`src/rtl/swap_ctrl_pkg.sv`:
```
// Shared definitions for the register swap controller: FSM state encoding
// and the default widths of the register-file data and address buses.
package swap_ctrl_pkg;

    // Default register-file data width
    localparam int DATA_W_DEFAULT = 32;

    // Default register-file address width
    localparam int ADDR_W_DEFAULT = 4;

    // Swap sequence states, 3-bit encoded
    typedef enum logic [2:0] {
        IDLE  = 3'd0,
        READ  = 3'd1,
        WR_RS = 3'd2,
        WR_RT = 3'd3,
        DONE  = 3'd4
    } state_e;

endpackage : swap_ctrl_pkg

```
`src/rtl/swap_ctrl.sv`:
```
// Register swap controller. Exchanges the contents of two register-file
// entries Rs and Rt using one read cycle and two write cycles through an
// external address mux (in_a = swap_a, in_b = swap_b, select = swap_sel).
// When Rs and Rt are the same register the write cycles are skipped.
//
// All outputs are registered. Their next values are derived from the
// next state, so each output changes on the same edge that enters the
// state it belongs to.
module swap_ctrl
    import swap_ctrl_pkg::*;
#(
    parameter int DATA_W = DATA_W_DEFAULT,
    parameter int ADDR_W = ADDR_W_DEFAULT
) (
    input  logic              clk,
    input  logic              rst_f,
    input  logic              start,
    input  logic [ADDR_W-1:0] rs_addr,
    input  logic [ADDR_W-1:0] rt_addr,
    input  logic [DATA_W-1:0] rd_data_1,
    input  logic [DATA_W-1:0] rd_data_2,
    output logic [ADDR_W-1:0] swap_a,
    output logic [ADDR_W-1:0] swap_b,
    output logic              swap_sel,
    output logic              rf_we,
    output logic [DATA_W-1:0] wr_data,
    output logic              busy,
    output logic              done
);

    // State and datapath registers
    state_e              state_q;
    state_e              state_d;
    logic [ADDR_W-1:0]   swap_a_q;
    logic [ADDR_W-1:0]   swap_a_d;
    logic [ADDR_W-1:0]   swap_b_q;
    logic [ADDR_W-1:0]   swap_b_d;
    logic [DATA_W-1:0]   tmp_rs_q;
    logic [DATA_W-1:0]   tmp_rs_d;
    logic [DATA_W-1:0]   tmp_rt_q;
    logic [DATA_W-1:0]   tmp_rt_d;

    // Registered outputs
    logic                swap_sel_q;
    logic                swap_sel_d;
    logic                rf_we_q;
    logic                rf_we_d;
    logic [DATA_W-1:0]   wr_data_q;
    logic [DATA_W-1:0]   wr_data_d;
    logic                busy_q;
    logic                busy_d;
    logic                done_q;
    logic                done_d;

    // Next-state logic: transitions, address latching and operand capture
    always_comb begin
        state_d  = state_q;
        swap_a_d = swap_a_q;
        swap_b_d = swap_b_q;
        tmp_rs_d = tmp_rs_q;
        tmp_rt_d = tmp_rt_q;
        case (state_q)
            IDLE: begin
                // Start is only honoured here; in other states it is dropped
                if (start) begin
                    swap_a_d = rs_addr;
                    swap_b_d = rt_addr;
                    state_d  = READ;
                end else begin
                    state_d  = IDLE;
                end
            end
            READ: begin
                tmp_rs_d = rd_data_1;
                tmp_rt_d = rd_data_2;
                // Swapping a register with itself is a no-op: skip writes
                if (swap_a_q == swap_b_q) begin
                    state_d = DONE;
                end else begin
                    state_d = WR_RS;
                end
            end
            WR_RS: begin
                state_d = WR_RT;
            end
            WR_RT: begin
                state_d = DONE;
            end
            DONE: begin
                state_d = IDLE;
            end
            default: begin
                state_d = IDLE;
            end
        endcase
    end

    // Output decode from the next state so registered outputs line up with it
    always_comb begin
        swap_sel_d = 1'b0;
        rf_we_d    = 1'b0;
        wr_data_d  = {DATA_W{1'b0}};
        done_d     = 1'b0;
        busy_d     = (state_d != IDLE);
        case (state_d)
            WR_RS: begin
                // Rs slot receives the old Rt value
                rf_we_d    = 1'b1;
                swap_sel_d = 1'b1;
                wr_data_d  = tmp_rt_d;
            end
            WR_RT: begin
                // Rt slot receives the old Rs value
                rf_we_d    = 1'b1;
                swap_sel_d = 1'b0;
                wr_data_d  = tmp_rs_d;
            end
            DONE: begin
                done_d = 1'b1;
            end
            default: begin
                done_d = 1'b0;
            end
        endcase
    end

    // State, datapath and output registers with synchronous active-low reset
    always_ff @(posedge clk) begin
        if (!rst_f) begin
            state_q    <= IDLE;
            swap_a_q   <= {ADDR_W{1'b0}};
            swap_b_q   <= {ADDR_W{1'b0}};
            tmp_rs_q   <= {DATA_W{1'b0}};
            tmp_rt_q   <= {DATA_W{1'b0}};
            swap_sel_q <= 1'b0;
            rf_we_q    <= 1'b0;
            wr_data_q  <= {DATA_W{1'b0}};
            busy_q     <= 1'b0;
            done_q     <= 1'b0;
        end else begin
            state_q    <= state_d;
            swap_a_q   <= swap_a_d;
            swap_b_q   <= swap_b_d;
            tmp_rs_q   <= tmp_rs_d;
            tmp_rt_q   <= tmp_rt_d;
            swap_sel_q <= swap_sel_d;
            rf_we_q    <= rf_we_d;
            wr_data_q  <= wr_data_d;
            busy_q     <= busy_d;
            done_q     <= done_d;
        end
    end

    assign swap_a   = swap_a_q;
    assign swap_b   = swap_b_q;
    assign swap_sel = swap_sel_q;
    assign rf_we    = rf_we_q;
    assign wr_data  = wr_data_q;
    assign busy     = busy_q;
    assign done     = done_q;

endmodule : swap_ctrl

```
`config.mk`:
```
export PLATFORM = sky130hd
export DESIGN_NAME = swap_ctrl
export DESIGN_NICKNAME = d
export VERILOG_FILES = /design/src/rtl/swap_ctrl_pkg.sv /design/src/rtl/swap_ctrl.sv
export SDC_FILE = /design/constraint.sdc
export NUM_CORES = 1
export LEC_CHECK = 0
export ABC_AREA = 1
export ABC_CLOCK_PERIOD_IN_PS = 1600
export CORE_UTILIZATION = 47
export CTS_CLUSTER_SIZE = 30
export DETAILED_ROUTE_END_ITERATION = 12
export PLACE_DENSITY_LB_ADDON = 0.3
export SETUP_SLACK_MARGIN = 0.3
export SLEW_MARGIN = 20
export SYNTH_ARGS = -nofsm -noshare
export SYNTH_HDL_FRONTEND = slang
export SYNTH_SLANG_ARGS = --single-unit
```
`constraint.sdc`:
```
create_clock -name clk -period 1.6 [get_ports clk]
set_clock_uncertainty 0.1 [all_clocks]
set_input_delay 0.16 -clock clk [delete_from_list [all_inputs] [get_ports clk]]
set_output_delay 0.16 -clock clk [all_outputs]
set_load 0.03 [all_outputs]
```
==> impl_metrics.csv <==
group,metric,value,unit
status,outcome,"finished clean",
hold_path,min_path_type,"input pin to register",
clocking,cts_tree,"built",
yosys,synth_simple_gate_area_frac,0.289,
critical_path,slowest_delay,370,ps
yosys,synth-seq-cells,111,
floorplanning,initial_utilization,0.486,
floorplanning,die_area,0.00941,mm²
flow_run,drv_cap,0,
floorplanning,core-area,0.00872,mm²
clocking,cts.path.max_buffers,2,
timing,slew_viol_final,0,
floorplanning,die_h,97.0,µm
critical_path,critPathRequiredTime,1840,ps
floorplanning,die_x,97.0,µm
clocking,cts.clk_slew.worst_paths,110,ps
global_routing,grt_max_degree,58,
critical_path,arrival,1690,ps
layout,final_common_cell,"nand2_1",
clocking,cts_inserted_buffers,9,
route,first_pass_iters,5,
timing,hold_viol,0,
global_routing,gr-total-overflow,0,
critical_path,startpoint_type,"register",
critical_path,cpLargestDelayFamily,"buffers and inverters",
power,p_leak,0.00280,µW
route,avgRoutedWirePerCell,18.3,µm
yosys,yosys.area_share.adder,0,
route,ant_nets,0,
clocking,htree_levels,3,
clocking,clk_root_buffer_cell,"clkbuf_8",
yosys,synth_area,0.00424,mm²
floorplanning,io_pins,119,
layout,finalNonFillerCells,786,
yosys,yosys.cell_types.count,18,
place,dp_cells,737,
clocking,clk_latency,380,ps
critical_path,path_buf_inv,3,
timing,slew_headroom,0.788,
place,gp_routability_congestion,0.854,
layout,layout_common_cells,"172 x nand2_1, 100 x dfxtp_1, 73 x clkdlybuf4s50_1, 65 x nand4_1, 47 x a21oi_1",
yosys,synthMuxAreaShare,0,
yosys,synth_nets,610,
layout,diodes,0,
layout,multi_input_area,0.00194,mm²
power,ir_drop,0.647,mV
yosys,synth_compound_area_frac,0.122,
yosys,yosys_warnings,0,
place,portBuffers,118,
critical_path,path_common_cell,"nand2_1",
global_routing,grtUsageTotal,0.272,
critical_path,cp_slowest_cell,"dfxtp_2",
route,drt_iter0_markers,260,
timing,setup_ws,150,ps
timing,post-route-period-util,0.906,
yosys,syn_inst,535,
route,drc,0,
critical_path,critPathKind,"register to register",
global_routing,antenna_found_initial,0,
floorplanning,floorplan.rows,34,
route,drt-vias-per-instance,5.61,
yosys,seq_area_frac_synth,0.524,
layout,nFillCells,587,
critical_path,cp_max_fo,9,
yosys,synth_xor_area_frac,0,
place,place_hpwl,7.35,mm
timing,finalSetupTns,0,ps
clocking,clock-sinks,111,
layout,area_delta_synth_final,55.8,%
place,place_ws,59.9,ps
global_routing,grt_pass1_wl,20.5,mm
layout,regArea,0.00226,mm²
layout,drive_gt1_frac,0.311,
timing,fin_crit,1450,ps
timing,fmax,690,MHz
timing,tightest_slew,318,ps
power,power_density,1190,mW/mm²
timing,setup_viol,0,
critical_path,path_cells,"inv_4 > nand3_4 > buf_12 > buf_16 > nand2_1 > a21oi_2 > nand2_1 > nand2_1",
global_routing,grt_pass1_vias,4216,
critical_path,endpoint_kind,"register",
yosys,synth_top_family_by_area,"simple AND/OR/NAND/NOR gates",
route,dr_total_vias,4409,
timing,rsz0062_at_grt,"true",
power,p_total,7890,µW
yosys,synth.avg_cell_area,7.93,µm²
route,finalWirelength,14.4,mm
layout,fin_nets,748,
cells in the mapped netlist:
library cell / n / share of area
dfxtp_1: 111 / 0.52
nor3_2: 1 / 0.0024
a31oi_1: 1 / 0.0015
nand3_2: 1 / 0.0024
a21oi_2: 23 / 0.047
buf_2: 11 / 0.013
nand3_1: 2 / 0.0024
o21ai_0: 8 / 0.0094
buf_1: 6 / 0.0053
inv_2: 4 / 0.0035
inv_1: 12 / 0.011
buf_4: 3 / 0.0053
nor2_1: 3 / 0.0027
a21oi_1: 54 / 0.064
clkbuf_1: 19 / 0.017
buf_6: 4 / 0.011
nand2_1: 207 / 0.18
nand4_1: 65 / 0.096
report_power, final:
group	total, µW	internal [µW]	switching (µW)
Clock	1910	920	990
Combinational	2820	1330	1500
Sequential	3160	3030	128
Total	7890	5280	2610
per-layer routing:
layer  track usage  routed length, µm
met4        0.0999                451
met1         0.346               5720
met3        0.0549               1080
met5             0                  0
met2         0.457               7140
worst paths after layout:
| kind | start | to | slack, ps | cells past startpoint |
|---|---|---|---|---|
| hold / removal | rst_f | swap_b[1]$_SDFFE_PN0P_ | 190 | 4 |
| hold reg to reg | tmp_rt_q[22]$_SDFF_PN0_ | tmp_rt_q[22]$_SDFF_PN0_ | 370 | 2 |
| setup / recovery | state_q[1]$_SDFF_PN0_ | wr_data[10]$_SDFF_PN0_ | 150 | 8 |
| setup reg to reg | state_q[1]$_SDFF_PN0_ | wr_data[10]$_SDFF_PN0_ | 150 | 8 |
kinds of logic after synthesis:
| logic type | count (synthesis) |
|---|---|
| buffers and inverters | 59 |
| AND/OR/NAND/NOR | 279 |
| flip-flops | 111 |
| AO/OA/AOI/OAI | 86 |
worst reg2reg max path: cells and delay by family, from the launching register on:
kind            cells  cell delay, ps
flops               1             370
simple gates        4             390
compound gates      1             170
buf+inv             3             390
stage by stage:
stage | instance area [µm²] | hold slack, ps | utilization
after floorplan | 4280 | 220 | -
after global placement | 5620 | 355 | 0.644
after detailed placement | 5620 | 359 | 0.644
after CTS | 6330 | 180 | 0.726
after global routing | 6610 | 197 | 0.758
final | 6610 | 188 | 0.758
what timing repair did:
item                                    4_1_cts  5_1_grt
gates resized for setup                     183       93
hold endpoints to repair                      0        0
setup buffers                                10        7
pin swaps                                    13       28
hold buffers                                  0        0
endpoints found under the setup margin      130       75
gates cloned                                  9        7
state kept, by name, summed over array words and instances, names as in the netlist, 3 cells and up:
| signal | cells |
|---|---|
| wr_data | 32 |
| swap_b | 4 |
| swap_a | 4 |
| tmp_rs_q | 32 |
| tmp_rt_q | 32 |
| state_q | 3 |
area by class of cell:
class	count	area share
Clock buffer	11	0.0263
Clock inverter	5	0.00909
Inverter	16	0.0110
Multi-Input combinational cell	365	0.293
Sequential cell	111	0.342
Tap cell	108	0.0205
Timing Repair Buffer	170	0.298
Power figures use the tool's default switching activity.
